### config.mk
export PLATFORM = sky130hd
export DESIGN_NAME = if_prefetch_stage
export DESIGN_NICKNAME = d
export VERILOG_FILES = /design/src/rtl/if_prefetch_stage.sv
export SDC_FILE = /design/constraint.sdc
export NUM_CORES = 1
export LEC_CHECK = 0
export BUFFER_PORTS_ARGS = -buffer_cell sky130_fd_sc_hd__buf_2
export CAP_MARGIN = 20
export CELL_PAD_IN_SITES_DETAIL_PLACEMENT = 1
export CELL_PAD_IN_SITES_GLOBAL_PLACEMENT = 1
export CORE_AREA = 2 2 143 250
export DETAILED_ROUTE_END_ITERATION = 16
export DIE_AREA = 0 0 145 252
export PLACE_DENSITY_LB_ADDON = 0.2
export SLEW_MARGIN = 30
export SYNTH_ARGS = -nofsm -noshare
export SYNTH_HDL_FRONTEND = slang
export SYNTH_SLANG_ARGS = --single-unit
export TNS_END_PERCENT = 5
### constraint.sdc
create_clock -name clk -period 8.5 [get_ports clk]
set_input_delay 0.425 -clock clk [delete_from_list [all_inputs] [get_ports clk]]
set_output_delay 0.425 -clock clk [all_outputs]
set_load 0.05 [all_outputs]
### src/rtl/if_prefetch_stage.sv
// if_prefetch_stage: fetch PC, single-outstanding imem request port and a
// DEPTH-entry prefetch queue feeding decode through a valid/ready pair.
module if_prefetch_stage #(
    parameter int unsigned          ADDR_W   = 32,
    parameter int unsigned          DATA_W   = 32,
    parameter int unsigned          DEPTH    = 4,
    parameter logic [ADDR_W-1:0]    RESET_PC = '0,
    parameter logic [ADDR_W-1:0]    PC_STEP  = ADDR_W'(4)
) (
    input  logic              clk,
    input  logic              rst,
    input  logic              redirect,
    input  logic [ADDR_W-1:0] redirect_addr,
    output logic              imem_req,
    output logic [ADDR_W-1:0] imem_addr,
    input  logic              imem_ack,
    input  logic [DATA_W-1:0] imem_rdata,
    output logic              out_valid,
    input  logic              out_ready,
    output logic [DATA_W-1:0] out_instr,
    output logic [ADDR_W-1:0] out_ref_addr
);

    localparam int unsigned PTR_W = (DEPTH > 1) ? $clog2(DEPTH) : 1;
    localparam int unsigned CNT_W = PTR_W + 1;
    localparam logic [CNT_W-1:0] DEPTH_C = CNT_W'(DEPTH);

    typedef enum logic [1:0] {
        S_IDLE,
        S_WAIT,
        S_WAIT_STALE
    } state_t;

    state_t              r_state;
    logic [ADDR_W-1:0]   r_pc;
    logic [ADDR_W-1:0]   r_req_addr;

    logic [DATA_W-1:0]   r_q_instr [DEPTH];
    logic [ADDR_W-1:0]   r_q_ref   [DEPTH];
    logic [PTR_W-1:0]    r_rd_ptr;
    logic [PTR_W-1:0]    r_wr_ptr;
    logic [CNT_W-1:0]    r_count;

    logic                w_push;
    logic                w_pop;
    logic                w_nonempty;
    logic [CNT_W-1:0]    w_occ_next;
    logic                w_space;
    logic [ADDR_W-1:0]   w_pc_inc;
    logic [ADDR_W-1:0]   w_redir_inc;
    logic [ADDR_W-1:0]   w_ref_wr;

    // Handshake and occupancy terms shared by the FSM and the queue.
    assign w_nonempty  = (r_count != '0);
    assign w_push      = imem_ack && (r_state == S_WAIT) && !redirect;
    assign w_pop       = w_nonempty && out_ready;
    assign w_occ_next  = r_count + CNT_W'(w_push) - CNT_W'(w_pop);
    assign w_space     = (w_occ_next < DEPTH_C);
    assign w_pc_inc    = r_pc + PC_STEP;
    assign w_redir_inc = redirect_addr + PC_STEP;
    assign w_ref_wr    = r_req_addr + PC_STEP;

    assign imem_req     = (r_state != S_IDLE);
    assign imem_addr    = r_req_addr;
    assign out_valid    = w_nonempty;
    assign out_instr    = w_nonempty ? r_q_instr[r_rd_ptr] : '0;
    assign out_ref_addr = w_nonempty ? r_q_ref[r_rd_ptr]   : '0;

    // Fetch FSM: issues one request at a time and tracks stale responses.
    always_ff @(posedge clk or posedge rst) begin
        if (rst) begin
            r_state    <= S_IDLE;
            r_pc       <= RESET_PC;
            r_req_addr <= RESET_PC;
        end else begin
            unique case (r_state)
                S_IDLE: begin
                    if (redirect) begin
                        r_pc       <= redirect_addr;
                        r_req_addr <= redirect_addr;
                        r_state    <= S_WAIT;
                    end else if (w_space) begin
                        r_req_addr <= r_pc;
                        r_pc       <= w_pc_inc;
                        r_state    <= S_WAIT;
                    end
                end
                S_WAIT: begin
                    if (redirect && imem_ack) begin
                        r_pc       <= w_redir_inc;
                        r_req_addr <= redirect_addr;
                    end else if (redirect) begin
                        // Request must stay held; its answer is dropped.
                        r_pc    <= redirect_addr;
                        r_state <= S_WAIT_STALE;
                    end else if (imem_ack) begin
                        if (w_space) begin
                            r_req_addr <= r_pc;
                            r_pc       <= w_pc_inc;
                        end else begin
                            r_state <= S_IDLE;
                        end
                    end
                end
                S_WAIT_STALE: begin
                    if (imem_ack && redirect) begin
                        r_pc       <= w_redir_inc;
                        r_req_addr <= redirect_addr;
                        r_state    <= S_WAIT;
                    end else if (imem_ack) begin
                        r_req_addr <= r_pc;
                        r_pc       <= w_pc_inc;
                        r_state    <= S_WAIT;
                    end else if (redirect) begin
                        r_pc <= redirect_addr;
                    end
                end
                default: begin
                    r_state <= S_IDLE;
                end
            endcase
        end
    end

    // Queue pointers and occupancy; redirect flushes everything.
    always_ff @(posedge clk or posedge rst) begin
        if (rst) begin
            r_rd_ptr <= '0;
            r_wr_ptr <= '0;
            r_count  <= '0;
        end else if (redirect) begin
            r_rd_ptr <= '0;
            r_wr_ptr <= '0;
            r_count  <= '0;
        end else begin
            if (w_push) begin
                r_wr_ptr <= r_wr_ptr + PTR_W'(1);
            end
            if (w_pop) begin
                r_rd_ptr <= r_rd_ptr + PTR_W'(1);
            end
            r_count <= w_occ_next;
        end
    end

    // Queue storage; contents are only observed while counted valid.
    always_ff @(posedge clk) begin
        if (w_push) begin
            r_q_instr[r_wr_ptr] <= imem_rdata;
            r_q_ref[r_wr_ptr]   <= w_ref_wr;
        end
    end

endmodule

==> impl_metrics.tcl <==
set metrics [dict create \
    status "completed" \
    whs_path_depth 1 \
    yosysUniqueCellTypes 81 \
    syn_area_um2 17700 \
    drv_cap 0 \
    row_count 90 \
    hold_class "primary input to register" \
    wl_met2_mm 31.5 \
    ys_ff_latch 329 \
    drc_errors 0 \
    diodes 0 \
    clk_pin_slew_ns 0.07 \
    dr_wl_met3_mm 2.91 \
    drt_iter0_markers 1147 \
    synth_edf_count 256 \
    drive_gt1_frac 0.209 \
    synthCells 1534 \
    synthArstFlopShare 0.222 \
    synth_area_leaders "edfxtp_1 (43%), dfrtp_1 (10%), mux4_2 (8.1%), o21ai_0 (4.3%), nand2_1 (3.6%)" \
    top_layer "met4" \
    core-area_um2 34300 \
    p_leak_nw 6.93 \
    end_kind "register" \
    rsz0062_at_grt "no" \
    grt_pass1_vias 14700 \
    wl_met1_mm 21.8 \
    num-nets-final 1717 \
    yosysTopAreaCell "edfxtp_1" \
    syn_to_final_growth_pct 11.1 \
    critPathMaxStageDelay_ns 0.89 \
    arrival_ns 5.07 \
    fin_crit_ns 4.63 \
    grt_max_degree 74 \
    cts-root-to-sink-buffers 3 \
    synth-main-ff-cell "edfxtp_1" \
    avgRoutedWirePerCell_um 28.4 \
    die_area_um2 36500 \
    synth_common_cells "edfxtp_1 (256), nand2_1 (168), o21ai_0 (152)" \
    clock_sinks 329 \
    num_io_pins 167 \
    critical_path.slowest_cell "xor3_1" \
    vias 13900 \
    first_pass_iters 6 \
    clock_latency_ns 0.58 \
    fin_tns_setup_ns 0 \
    p_per_area_nw_per_um2 397 \
    worstSetupStartpointType "register" \
    hpwl_mm 39.2 \
    h-tree-depth 1 \
    crit_chain "or3_4, and2_1, ha_1, inv_1, ha_1, inv_1, fa_1, xor3_1, nand2_2, a21oi_1, o31ai_1" \
    cts_buffers 30 \
    cts_root_buf "clkbuf_16" \
    track_usage 0.328 \
    yosysMostFrequentCell "edfxtp_1" \
    start_util 0.516 \
    cts_resized 0 \
    yosys_warnings 0 \
    crit_type "register to register" \
    port_buffers 166 \
    min_period_over_period 0.544 \
    dieHeight_um 252 \
    ir_drop_v 0.000289 \
    setup_slack_ns 3.87 \
    final-setup-viol-count 0 \
    ys_seq_area_frac 0.537 \
    drv_slew 0 \
    synth_nets 1617 \
    final_area_um2 19700 \
    tightest_slew_ns 1.02 \
    grt_remaining_overflow 0 \
    antenna_found_initial 0 \
    grt_pass1_wl_mm 91.6 \
    vias_per_cell 6.59 \
    avgSynthCellArea_um2 11.5 \
    place_congestion 0.990 \
    n_fill_cell 3551 \
    worst_ep_required_time_ns 8.94 \
    placed_cell_area_um2 18700 \
    cts_tree "built" \
    fp.dieW_um 145 \
    clock_skew_ns 0.0189 \
    hold_viol 0 \
    ant_nets 0 \
    synth_top_area_frac 0.434 \
    critPathMaxFanout 66 \
    multi_input_area_um2 7550 \
    slew_headroom 0.313 \
    pre_cts_ws_ns 3.90 \
    postCtsHoldBufs 0 \
    max_freq_mhz 216 \
    ff_latch_area_um2 9520 \
    routed_wl_mm 60.1 \
    timing.reg2reg.worst_path_depth 11 \
    post-cts-setup-buffers 0 \
]
-- layout by cell type, fill, tap and decap left out, types with 18 or more instances in the layout --
cell	n
xnor2_1	65
o31ai_1	31
o21ai_0	152
clkbuf_16	31
nand2_1	167
nand4_1	23
nor3_1	18
buf_4	24
edfxtp_1	256
buf_2	166
and2_1	72
mux4_2	64
nand3_1	55
a21oi_1	93
xor2_1	30
nor2_1	74
dfrtp_1	71
-- final cells by class --
class / count / area share
clock buffers: 42 / 0.0420
clock inverters: 10 / 0.00305
inverters: 21 / 0.00401
multi-input cells: 1059 / 0.384
flip-flops and latches: 329 / 0.484
well taps: 460 / 0.0293
repair buffers: 193 / 0.0544
-- cells by family after synthesis --
| family | synth area share |
|---|---|
| compound gates | 0.135 |
| xor+xnor | 0.0496 |
| fa+ha+maj | 0.0103 |
| buf+inv | 0.0408 |
| flops | 0.537 |
| mux | 0.0890 |
| simple gates | 0.138 |
-- critical path, delay by kind of cell (launching register included) --
family          cells  cell delay [ns]
simple gates        3             1.64
xor+xnor            1             0.89
fa+ha+maj           3             0.88
compound gates      2             0.49
flops               1             0.46
buf+inv             2             0.14
-- layer usage --
metal	global-route usage	up-vias
met1	0.375	7175
met5	0	-
met3	0.0358	191
met2	0.594	614
li1	-	5957
met4	0.192	0
-- per-stage QoR --
step | power, mW | instances | hold slack, ns | util
global route | 8.17 | 2114 | 0.0579 | 0.573
finish | 7.81 | 2114 | 0.0702 | 0.573
global placement | 6.30 | 2060 | 0.513 | 0.545
detailed placement | 6.47 | 2060 | 0.514 | 0.546
floorplan | 5.30 | 1534 | 0.487 | -
CTS | 7.77 | 2112 | 0.0481 | 0.571
-- power by group --
part	total, mW	switching (mW)	internal, mW
registers	2.49	0.422	2.07
logic	4.04	2.85	1.20
clock network	1.28	0.603	0.677
total	7.81	3.87	3.94
-- flip-flops by register name, indices dropped and copies added (netlist names) --
| name | flops |
|---|---|
| imem_addr | 32 |
| r_count | 3 |
| r_pc | 32 |
| r_q_instr | 128 |
| r_q_ref | 128 |
| r_rd_ptr | 2 |
| r_state | 2 |
| r_wr_ptr | 2 |
-- path summary, 6_finish.rpt --
check                      slack (ns)               end      startpoint
max                              3.87     imem_addr[27]      r_count[1]
min                              0.07  r_q_instr[1][20]  imem_rdata[20]
max reg2reg                      3.87     imem_addr[27]      r_count[1]
min reg2reg                      0.54           r_pc[1]         r_pc[1]
max in group asynchronous        7.84       r_rd_ptr[0]             rst
min in group asynchronous        0.08          r_pc[31]             rst
Note: power is estimated with default switching activity, not from simulation.
